===== config.mk =====
export PLATFORM = sky130hd
export DESIGN_NAME = ysyx_25020047_mem_arb
export DESIGN_NICKNAME = d
export VERILOG_FILES = /design/src/rtl/ysyx_25020047_mem_pkg.sv /design/src/rtl/ysyx_25020047_mem_arb_timer.sv /design/src/rtl/ysyx_25020047_mem_arb.sv
export SDC_FILE = /design/constraint.sdc
export NUM_CORES = 1
export LEC_CHECK = 0
export CAP_MARGIN = 20
export CELL_PAD_IN_SITES_DETAIL_PLACEMENT = 1
export CELL_PAD_IN_SITES_GLOBAL_PLACEMENT = 2
export CORE_UTILIZATION = 19
export DETAILED_ROUTE_END_ITERATION = 10
export PLACE_DENSITY_LB_ADDON = 0.1
export RECOVER_POWER = 50
export REMOVE_ABC_BUFFERS = 1
export SLEW_MARGIN = 40
export SYNTH_ARGS = -nofsm -noshare
export SYNTH_HDL_FRONTEND = slang
export SYNTH_SLANG_ARGS = --single-unit

===== constraint.sdc =====
create_clock -name clk -period 4.27 [get_ports clk]
set_input_delay 0.6405 -clock clk [delete_from_list [all_inputs] [get_ports clk]]
set_output_delay 0.6405 -clock clk [all_outputs]
set_load 0.03 [all_outputs]

===== src/rtl/ysyx_25020047_mem_pkg.sv =====
// Shared definitions for the IFU/LSU memory-port arbiter: FSM state and
// owner encodings, the default abort limit and the byte-strobe patterns.
package ysyx_25020047_mem_pkg;

    typedef enum logic [1:0] {
        ST_IDLE = 2'd0,
        ST_REQ  = 2'd1,
        ST_WAIT = 2'd2
    } state_e;

    typedef enum logic {
        OWNER_IFU = 1'b0,
        OWNER_LSU = 1'b1
    } owner_e;

    // Cycles allowed in REQ+WAIT before an access is abandoned.
    localparam int TIMEOUT_CYCLES_DEFAULT = 255;

    // Strobe patterns before shifting by addr[1:0] (sb/sh) or used as-is (sw).
    localparam logic [3:0] WMASK_BYTE = 4'b0001;
    localparam logic [3:0] WMASK_HALF = 4'b0011;
    localparam logic [3:0] WMASK_WORD = 4'b1111;

endpackage


===== src/rtl/ysyx_25020047_mem_arb_timer.sv =====
// Abort timer for the memory-port arbiter: clears when a request is
// accepted, counts every cycle the access is in flight and flags when the
// count reaches TIMEOUT_CYCLES. Only built with YSYX_25020047_MEM_ARB_TIMEOUT_EN.
module ysyx_25020047_mem_arb_timer
    import ysyx_25020047_mem_pkg::*;
#(
    parameter int TIMEOUT_CYCLES = TIMEOUT_CYCLES_DEFAULT
) (
    input  logic clk,
    input  logic rst,
    input  logic clear,
    input  logic active,
    output logic expired
);

    localparam int CW = $clog2(TIMEOUT_CYCLES + 1);

    logic [CW-1:0] count_q;

    // Count in-flight cycles; hold at the limit so the flag stays stable.
    always_ff @(posedge clk) begin
        // NOTE: registers take <= so every flop samples pre-edge values;
        // a blocking assignment here would create ordering races in simulation.
        if (rst) begin
            count_q <= '0;
        end else if (clear) begin
            count_q <= '0;
        end else if (active && !expired) begin
            count_q <= count_q + 1'b1;
        end
    end

    assign expired = (count_q == CW'(TIMEOUT_CYCLES));

endmodule


===== src/rtl/ysyx_25020047_mem_arb.sv =====
// Two-requester memory-port controller. Serialises IFU fetches and LSU
// loads/stores onto one memory port with a single access in flight,
// LSU-first alternating priority, and routes each response to its owner.
// Optional abort timer: define YSYX_25020047_MEM_ARB_TIMEOUT_EN.
module ysyx_25020047_mem_arb
    import ysyx_25020047_mem_pkg::*;
#(
    parameter int TIMEOUT_CYCLES = TIMEOUT_CYCLES_DEFAULT
) (
    input  logic        clk,
    input  logic        rst,
    input  logic        ifu_req_valid,
    output logic        ifu_req_ready,
    input  logic [31:0] ifu_addr,
    output logic        ifu_resp_valid,
    output logic [31:0] ifu_rdata,
    input  logic        lsu_req_valid,
    output logic        lsu_req_ready,
    input  logic        lsu_wen,
    input  logic [31:0] lsu_addr,
    input  logic [31:0] lsu_wdata,
    input  logic [3:0]  lsu_wmask,
    output logic        lsu_resp_valid,
    output logic [31:0] lsu_rdata,
    output logic        mem_req_valid,
    input  logic        mem_req_ready,
    output logic        mem_wen,
    output logic [31:0] mem_addr,
    output logic [31:0] mem_wdata,
    output logic [3:0]  mem_wmask,
    input  logic        mem_resp_valid,
    input  logic [31:0] mem_rdata,
    output logic        err
);

    if (TIMEOUT_CYCLES < 1) begin : g_bad_timeout_cycles
        $error("TIMEOUT_CYCLES must be at least 1");
    end

    state_e      state_q;
    owner_e      owner_q;
    logic        last_lsu_q;
    logic        wen_q;
    logic [31:0] addr_q;
    logic [31:0] wdata_q;
    logic [3:0]  wmask_q;
    logic        mem_req_valid_q;

    logic grant_lsu;
    logic accept;
    logic in_flight;
    logic mem_done;
    logic timeout_hit;
    logic resp_fire;

    // Arbitrate in IDLE and decode completion of the in-flight access.
    always_comb begin
        // NOTE: every output of a combinational block gets a default first;
        // a path that leaves one unassigned would infer a latch.
        grant_lsu     = 1'b0;
        ifu_req_ready = 1'b0;
        lsu_req_ready = 1'b0;
        if (state_q == ST_IDLE) begin
            // LSU wins a tie unless it won the previous grant.
            grant_lsu     = lsu_req_valid && (!ifu_req_valid || !last_lsu_q);
            lsu_req_ready = grant_lsu;
            ifu_req_ready = ifu_req_valid && !grant_lsu;
        end
        accept    = ifu_req_ready || lsu_req_ready;
        in_flight = (state_q == ST_REQ) || (state_q == ST_WAIT);
        mem_done  = (state_q == ST_WAIT) && mem_resp_valid;
    end

`ifdef YSYX_25020047_MEM_ARB_TIMEOUT_EN
    logic timer_expired;
    logic err_q;

    ysyx_25020047_mem_arb_timer #(
        .TIMEOUT_CYCLES(TIMEOUT_CYCLES)
    ) u_timer (
        .clk    (clk),
        .rst    (rst),
        .clear  (accept),
        .active (in_flight),
        .expired(timer_expired)
    );

    // A real response in the expiry cycle completes normally.
    assign timeout_hit = in_flight && timer_expired && !mem_done;

    // Sticky error: set by an abort, cleared only by reset.
    always_ff @(posedge clk) begin
        if (rst) begin
            err_q <= 1'b0;
        end else if (timeout_hit) begin
            err_q <= 1'b1;
        end
    end

    assign err = err_q;
`else
    assign timeout_hit = 1'b0;
    assign err         = 1'b0;
`endif

    // Control FSM: latch the granted request, present it, await the response.
    always_ff @(posedge clk) begin
        if (rst) begin
            // NOTE: the latched request fields are reset too, so the memory
            // port shows known zeros until the first grant.
            state_q         <= ST_IDLE;
            owner_q         <= OWNER_IFU;
            last_lsu_q      <= 1'b0;
            wen_q           <= 1'b0;
            addr_q          <= '0;
            wdata_q         <= '0;
            wmask_q         <= '0;
            mem_req_valid_q <= 1'b0;
        end else begin
            unique case (state_q)
                ST_IDLE: begin
                    if (accept) begin
                        state_q         <= ST_REQ;
                        mem_req_valid_q <= 1'b1;
                        if (lsu_req_ready) begin
                            owner_q    <= OWNER_LSU;
                            last_lsu_q <= 1'b1;
                            wen_q      <= lsu_wen;
                            addr_q     <= lsu_addr;
                            wdata_q    <= lsu_wdata;
                            wmask_q    <= lsu_wmask;
                        end else begin
                            owner_q    <= OWNER_IFU;
                            last_lsu_q <= 1'b0;
                            wen_q      <= 1'b0;
                            addr_q     <= ifu_addr;
                            wdata_q    <= '0;
                            wmask_q    <= '0;
                        end
                    end
                end
                ST_REQ: begin
                    if (timeout_hit) begin
                        state_q         <= ST_IDLE;
                        mem_req_valid_q <= 1'b0;
                    end else if (mem_req_ready) begin
                        state_q         <= ST_WAIT;
                        mem_req_valid_q <= 1'b0;
                    end
                end
                ST_WAIT: begin
                    if (resp_fire) begin
                        state_q <= ST_IDLE;
                    end
                end
                default: begin
                    state_q         <= ST_IDLE;
                    mem_req_valid_q <= 1'b0;
                end
            endcase
        end
    end

    assign mem_req_valid = mem_req_valid_q;
    assign mem_wen       = wen_q;
    assign mem_addr      = addr_q;
    assign mem_wdata     = wdata_q;
    assign mem_wmask     = wmask_q;

    // Route the completion (real or aborted) to the owner; aborts and store
    // acks return zero data.
    always_comb begin
        resp_fire      = mem_done || timeout_hit;
        ifu_resp_valid = resp_fire && (owner_q == OWNER_IFU);
        lsu_resp_valid = resp_fire && (owner_q == OWNER_LSU);
        ifu_rdata      = '0;
        lsu_rdata      = '0;
        if (ifu_resp_valid && mem_done) begin
            ifu_rdata = mem_rdata;
        end
        if (lsu_resp_valid && mem_done && !wen_q) begin
            lsu_rdata = mem_rdata;
        end
    end

endmodule

Yosys cells after proc, flatten, opt, wreduce, memory -nomap -nowiden --
Cells that the tools add are included.
Word-level totals: flip-flop bits (word level) 73, bits of input ports 139, output and inout bits 139, logic and storage cells 48
Cells by class: equality and inequality tests 5, mux-type cells 16, bitwise gates (word level) 2, reductions and logical operators 18
Operator list (number):
- 32-bit 2-to-1 mux | 4
- 1-bit logical AND | 8
- 1-bit 2-to-1 mux | 6
- 2-bit 2-to-1 mux | 3
- 2-bit inequality test, second input constant | 3
- 2-bit one-hot mux with 3 select lines | 1
- 3-bit AND reduction | 2
- 1-bit zero test | 4
- 4-bit 2-to-1 mux | 1
- 1-bit one-hot mux with 3 select lines | 1
- 2-bit by 1-bit equality test with 1-bit output, second input constant | 1
- 2-bit equality test, second input constant | 1
- 2-bit zero test | 1
- 1-bit logical OR | 2
- 1-bit inverter | 2
- 2-bit AND reduction | 1

Longest topological paths before layout --
Gate-level depths: netlist of the first run.
depth in word-level cells 9, mapped depth 7, mapped depth without buffers 3

Least setup slack after synthesis of the first run --
Ideal clock, no wire load.
path type input port to output port, start point input port mem_resp_valid, end point output port lsu_rdata[10], arrival time 1.695 ns, required time 3.629 ns, slack 1.934 ns, stages 4, path buffers 1, cells stage by stage and4b_1 > and2b_1 > clkbuf_2 > and2_1
On the way: word-level cells in the longest chain between the ends 5
RTL lines:
- start: declaration | RTL line ysyx_25020047_mem_arb.sv:31 | input logic mem_resp_valid,
- 1-bit logical AND * | RTL line ysyx_25020047_mem_arb.sv:71 | mem_done = (state_q == ST_WAIT) && mem_resp_valid;
- 1-bit logical AND | RTL line ysyx_25020047_mem_arb.sv:175 | lsu_resp_valid = resp_fire && (owner_q == OWNER_LSU);
- 1-bit logical AND * (2 in a row) | RTL line ysyx_25020047_mem_arb.sv:181 | if (lsu_resp_valid && mem_done && !wen_q) begin
- 32-bit 2-to-1 mux * | RTL line ysyx_25020047_mem_arb.sv:181
- end: declaration | RTL line ysyx_25020047_mem_arb.sv:24 | output logic [31:0] lsu_rdata,
Every way passes the cells marked *; elsewhere a longest branch is shown, timed or not.

Worst setup path in the final report of the first run --
start point input port ifu_req_valid, end point output port lsu_req_ready
On the way: word-level cells in the longest chain between the ends 4
RTL lines:
- start: declaration | RTL line ysyx_25020047_mem_arb.sv:12 | input logic ifu_req_valid,
- 1-bit zero test | RTL line ysyx_25020047_mem_arb.sv:65 | grant_lsu = lsu_req_valid && (!ifu_req_valid || !last_lsu_q);
- 1-bit logical OR | RTL line ysyx_25020047_mem_arb.sv:65
- 1-bit logical AND | RTL line ysyx_25020047_mem_arb.sv:65
- 1-bit 2-to-1 mux | RTL line ysyx_25020047_mem_arb.sv:63 | if (state_q == ST_IDLE) begin
- end: declaration | RTL line ysyx_25020047_mem_arb.sv:18 | output logic lsu_req_ready,
No other way between the ends.

==> results of run 1 <==
[synth_stat cells, types with 2 or more instances]
| cell | instances | share of area |
|---|---|---|
| a311oi_1 | 32 | 0.075 |
| nand2_1 | 67 | 0.067 |
| o211ai_2 | 10 | 0.033 |
| nor3_1 | 33 | 0.044 |
| clkbuf_2 | 3 | 0.0040 |
| buf_6 | 12 | 0.036 |
| and2_1 | 64 | 0.11 |
| a21oi_1 | 40 | 0.053 |
| dfxtp_1 | 73 | 0.39 |
| nand3_1 | 37 | 0.049 |
| o211ai_1 | 27 | 0.054 |
| clkbuf_1 | 17 | 0.017 |
| o21ai_0 | 2 | 0.0027 |
| buf_2 | 18 | 0.024 |
| nor2_1 | 4 | 0.0040 |
| buf_4 | 5 | 0.010 |
[worst reg2reg max path, delay by kind of cell (launching register included)]
family	cells	cell delay, ns
DFF	1	0.56
and+or+nand+nor	2	0.28
AOI/OAI and AO/OA	1	0.30
buffers and inverters	1	1.34
[power by group]
group | switching [mW] | total [mW] | internal [mW]
Sequential | 0.0341 | 0.775 | 0.741
Combinational | 0.364 | 0.628 | 0.264
Clock | 0.303 | 0.738 | 0.435
Total | 0.701 | 2.14 | 1.44
[state kept, by name, summed over array words and instances (netlist names)]
register,count
mem_req_valid,1
last_lsu_q,1
mem_addr,32
mem_wmask,4
state_q,2
mem_wdata,32
mem_wen,1
[metal layers]
metal  global-route usage  wire (um)
met4              0.06169        298
met5                    0         13
met3              0.04913       1344
met2               0.3326       9498
met1               0.1919       7124
[logic make-up (layout without fill, tap and decap cells)]
family                 after synthesis  count (layout)  share of synthesized area
DFF                                 73              73                     0.3902
buffers and inverters               56             301                    0.09221
and+or+nand+nor                    212             212                     0.2910
other                                1               3                   0.001001
AOI/OAI and AO/OA                  114             114                     0.2255
[cell type report]
| class | count | area, um^2 |
|---|---|---|
| multi-input combinational | 327 | 1956 |
| inverter | 1 | 3.754 |
| fill | 2244 | 12160 |
| timing repair buffer | 285 | 2824 |
| clock buffer | 12 | 266.5 |
| tap | 260 | 325.3 |
| antenna | 2 | 5.005 |
| sequential | 73 | 1461 |
| clock inverter | 3 | 15.01 |
[final timing paths]
path	startpoint	to	slack (ns)	cells after the start
setup / recovery	ifu_req_valid	lsu_req_ready	0.92	5
hold / removal	mem_req_valid	mem_req_valid	0.45	2
setup reg to reg	state_q[0]	mem_addr[11]	1.54	4
hold reg to reg	mem_req_valid	mem_req_valid	0.45	2
==> flow_summary.toml, run 1 <==
[run_status]
outcome = "finished with violations"
violations = "capacitance limit, slew limit"

[cts]
cts_made_buffers = 9
cts_tree = "built"
cts_root_buffer = "clkbuf_16"
post_cts_resized = 0
clk_latency_ns = 0.34
post-cts-setup-buffer-count = 0
hold_buffers = 0
clk_pin_slew_ns = 0.06
htree_levels = 3
clockBufferDepth = 2
cts_sinks = 73

[worst_setup_path]
crit_required_ns = 3.63
crit_slowest_cell = "clkdlybuf4s50_1"
cpLargestDelayFamily = "buffers and inverters"
cp.arrival_ns = 2.71
path_buf_inv = 3
crit_type = "in2out"
cp_cell_sequence = "dlygate4sd3_1, a21boi_4, nand2_1, inv_1, clkdlybuf4s50_1"
cp-start-kind = "primary input"
critical-path-max-stage-delay_ns = 0.67
end_kind = "primary output"
worst-path-max-fanout = 17

[die]
start_util = 0.1969
ios = 278
row_count = 50
die_area_um2 = 20270
die_h_um = 142.4
coreArea_um2 = 19020
die_x_um = 142.4

[detailed_routing]
wl_um = 18280
vias = 4404
drc = 0
firstDrtPassIters = 4
ant_nets = 0
drtIter0Drc = 135
wl_per_cell_um = 18.98
via_per_inst = 4.573

[sta]
slew_headroom = -0.2364
finalCritPeriodShare = 0.7835
report.final.setup_viol = 0
timing.final.ws_setup_ns = 0.9243
finClkSkew_ns = 0.003416
slew_violations = 73
hold_viol = 0
max_slew.worst_pin.slew_ns = 1.855
rsz0062_at_grt = "no"
fin_hold_ws_ns = 0.4539
setup_tns_ns = 0
fmax_mhz = 298.9
period_needed_ns = 3.346

[global_routing]
grt_pass1_wl_um = 27020
antenna_found_initial = 3
grt_pass1_vias = 4449
grt_max_degree = 71
gr-usage-all-layers = 0.1785
grt-ovfl-total = 0

[finish]
layout_common_cells = "clkdlybuf4s50_1 (203), dfxtp_1 (73), dlygate4sd3_1 (72), nand2_1 (67), and2_1 (64)"
final_common_cell = "clkdlybuf4s50_1"
fin_util = 0.3605
synthToLayoutAreaGrowth_pct = 83.09
num-nets-final = 836
finalInstanceArea_um2 = 6857
final_cells = 963
drive_gt1_frac = 0.05706

[placement]
dp.cells = 946
dp_hpwl_um = 12940
dpl_cell_area_um2 = 6584
gp_congestion = 0.7591
pre_cts_ws_ns = 0.7196
port_buffers = 276

[pwr]
p_leak_nw = 2.557
finalPower_mw = 2.140
powerDensity_nw_per_um2 = 312.2
ir_drop_mv = 0.1764

[flow_run]
drv_cap = 2

[synthesis]
ys_seq_area_frac = 0.3902
yosys_warnings = 0
synth_edf_count = 0
synth_cells = 456
netlist_area_um2 = 3745
synthFlopType = "dfxtp_1"
async_reset_ff_frac = 0
synth-seq-cells = 73
synth_cell_types = 28
syn_avg_cell_area_um2 = 8.212

[worst_hold_path]
hold_class = "reg2reg"
Note: power is estimated with default switching activity, not from simulation.
==> run 2, diff against run 1 <==
- CORE_UTILIZATION: 19 -> 16
- clock period: 4.27 -> 3 ns (I/O delays scaled with it)
==> flow_summary.toml, run 2 (same netlist as run 1, synthesis figures left out) <==
[run_status]
outcome = "completed"

[finish]
fin_util = 0.3032
layout_common_cells = "clkdlybuf4s50_1 (171), dfxtp_1 (73), dlygate4sd3_1 (70), nand2_1 (67), and2_1 (64)"
num-nets-final = 840
drive_gt1_frac = 0.1006
finalInstanceArea_um2 = 6905
final_common_cell = "clkdlybuf4s50_1"
synthToLayoutAreaGrowth_pct = 84.40
nFillCells = 2655
regArea_um2 = 1461
multi_input_area_um2 = 1917

[global_routing]
grt-ovfl-total = 0
gr-max-usage-layer = "met2"
antenna_found_initial = 3
use_met3 = 0.04485
gr-usage-all-layers = 0.1518
grt_pass1_vias = 4575
grt_use_met1 = 0.1565
met2_usage = 0.2849
grt_max_degree = 54
grt_pass1_wl_um = 27560

[detailed_routing]
drc = 0
ant_nets = 0
via_per_inst = 4.332
wl_per_cell_um = 17.87
firstDrtPassIters = 4
wl_um = 18230
drtIter0Drc = 135
vias = 4419

[sta]
fmax_mhz = 367.6
setup_tns_ns = 0
rsz0062_at_grt = "no"
slew_headroom = 0.4095
finalCritPeriodShare = 0.9068
slew_violations = 0
hold_viol = 0
report.final.setup_viol = 0
max_slew.worst_pin.slew_ns = 0.8858
finClkSkew_ns = 0.007458
period_needed_ns = 2.720

[pwr]
finalPower_mw = 3.144
powerDensity_nw_per_um2 = 455.3
ir_drop_mv = 0.2906
p_leak_nw = 2.657

[placement]
port_buffers = 276
dp_hpwl_um = 13310
dpl_cell_area_um2 = 6661
gp_congestion = 0.7617

[die]
row_count = 55
die_h_um = 155.0
start_util = 0.1644
coreArea_um2 = 22780
die_area_um2 = 24020
ios = 278
die_x_um = 155.0

[worst_setup_path]
worst-path-max-fanout = 19
crit_type = "in2out"
crit_required_ns = 2.55
end_kind = "primary output"
cp-start-kind = "primary input"
cp.arrival_ns = 2.27

[cts]
post_cts_resized = 0
cts_made_buffers = 9
clk_latency_ns = 0.34
clockBufferDepth = 2
post-cts-setup-buffer-count = 0
cts_sinks = 73
htree_levels = 3
cts_root_buffer = "clkbuf_16"
hold_buffers = 0
cts_tree = "built"
clk_pin_slew_ns = 0.06

[worst_hold_path]
hold_class = "reg2reg"

[flow_run]
drv_cap = 0
## run 2: worst paths after layout
kind	start	endpoint	slack, ns	cells after the start
worst max-delay path	ifu_req_valid	ifu_req_ready	0.28	4
worst min-delay path	mem_req_valid	mem_req_valid	0.46	2
worst max register to register	last_lsu_q	mem_addr[18]	0.76	4
worst min register to register	mem_req_valid	mem_req_valid	0.46	2
## run 2: cell type report
cell class / instances / area share
Antenna cell: 1 / 0.0003624
Clock buffer: 12 / 0.03859
Clock inverter: 4 / 0.007248
Inverter: 1 / 0.0005436
Multi-Input combinational cell: 327 / 0.2776
Sequential cell: 73 / 0.2116
Tap cell: 313 / 0.05671
Timing Repair Buffer: 289 / 0.4073
## run 2: worst max-delay path, stage by stage
cell	delay (ns)
dlygate4sd3_1	0.69
or3b_1	0.72
nor2_1	0.22
buf_4	0.19
## run 2: through the flow
| step | std cells | setup slack [ns] | hold WS [ns] |
|---|---|---|---|
| after floorplan | 401 | -0.7396 | 0.4612 |
| after global placement | 1003 | 0.3917 | 0.4518 |
| after detailed placement | 1003 | 0.3439 | 0.4597 |
| after CTS | 1019 | 0.2781 | 0.4689 |
| after global routing | 1020 | 0.1569 | 0.4912 |
| final | 1020 | 0.2796 | 0.4621 |
## run 2: layer usage
metal	routed length [um]	vias to the layer above	part of all wire
met1	6735	2103	0.37
li1	-	2117	-
met5	27	-	0.0015
met2	9516	174	0.52
met3	1582	21	0.087
met4	368	4	0.020
## run 2: where the power goes
group | leakage, nW | switching (mW) | internal [mW] | total, mW
sequential | 0.601 | 0.0515 | 1.05 | 1.11
combinational | 1.91 | 0.512 | 0.379 | 0.891
clock | 0.151 | 0.436 | 0.711 | 1.15
total | 2.66 | 1.00 | 2.14 | 3.14
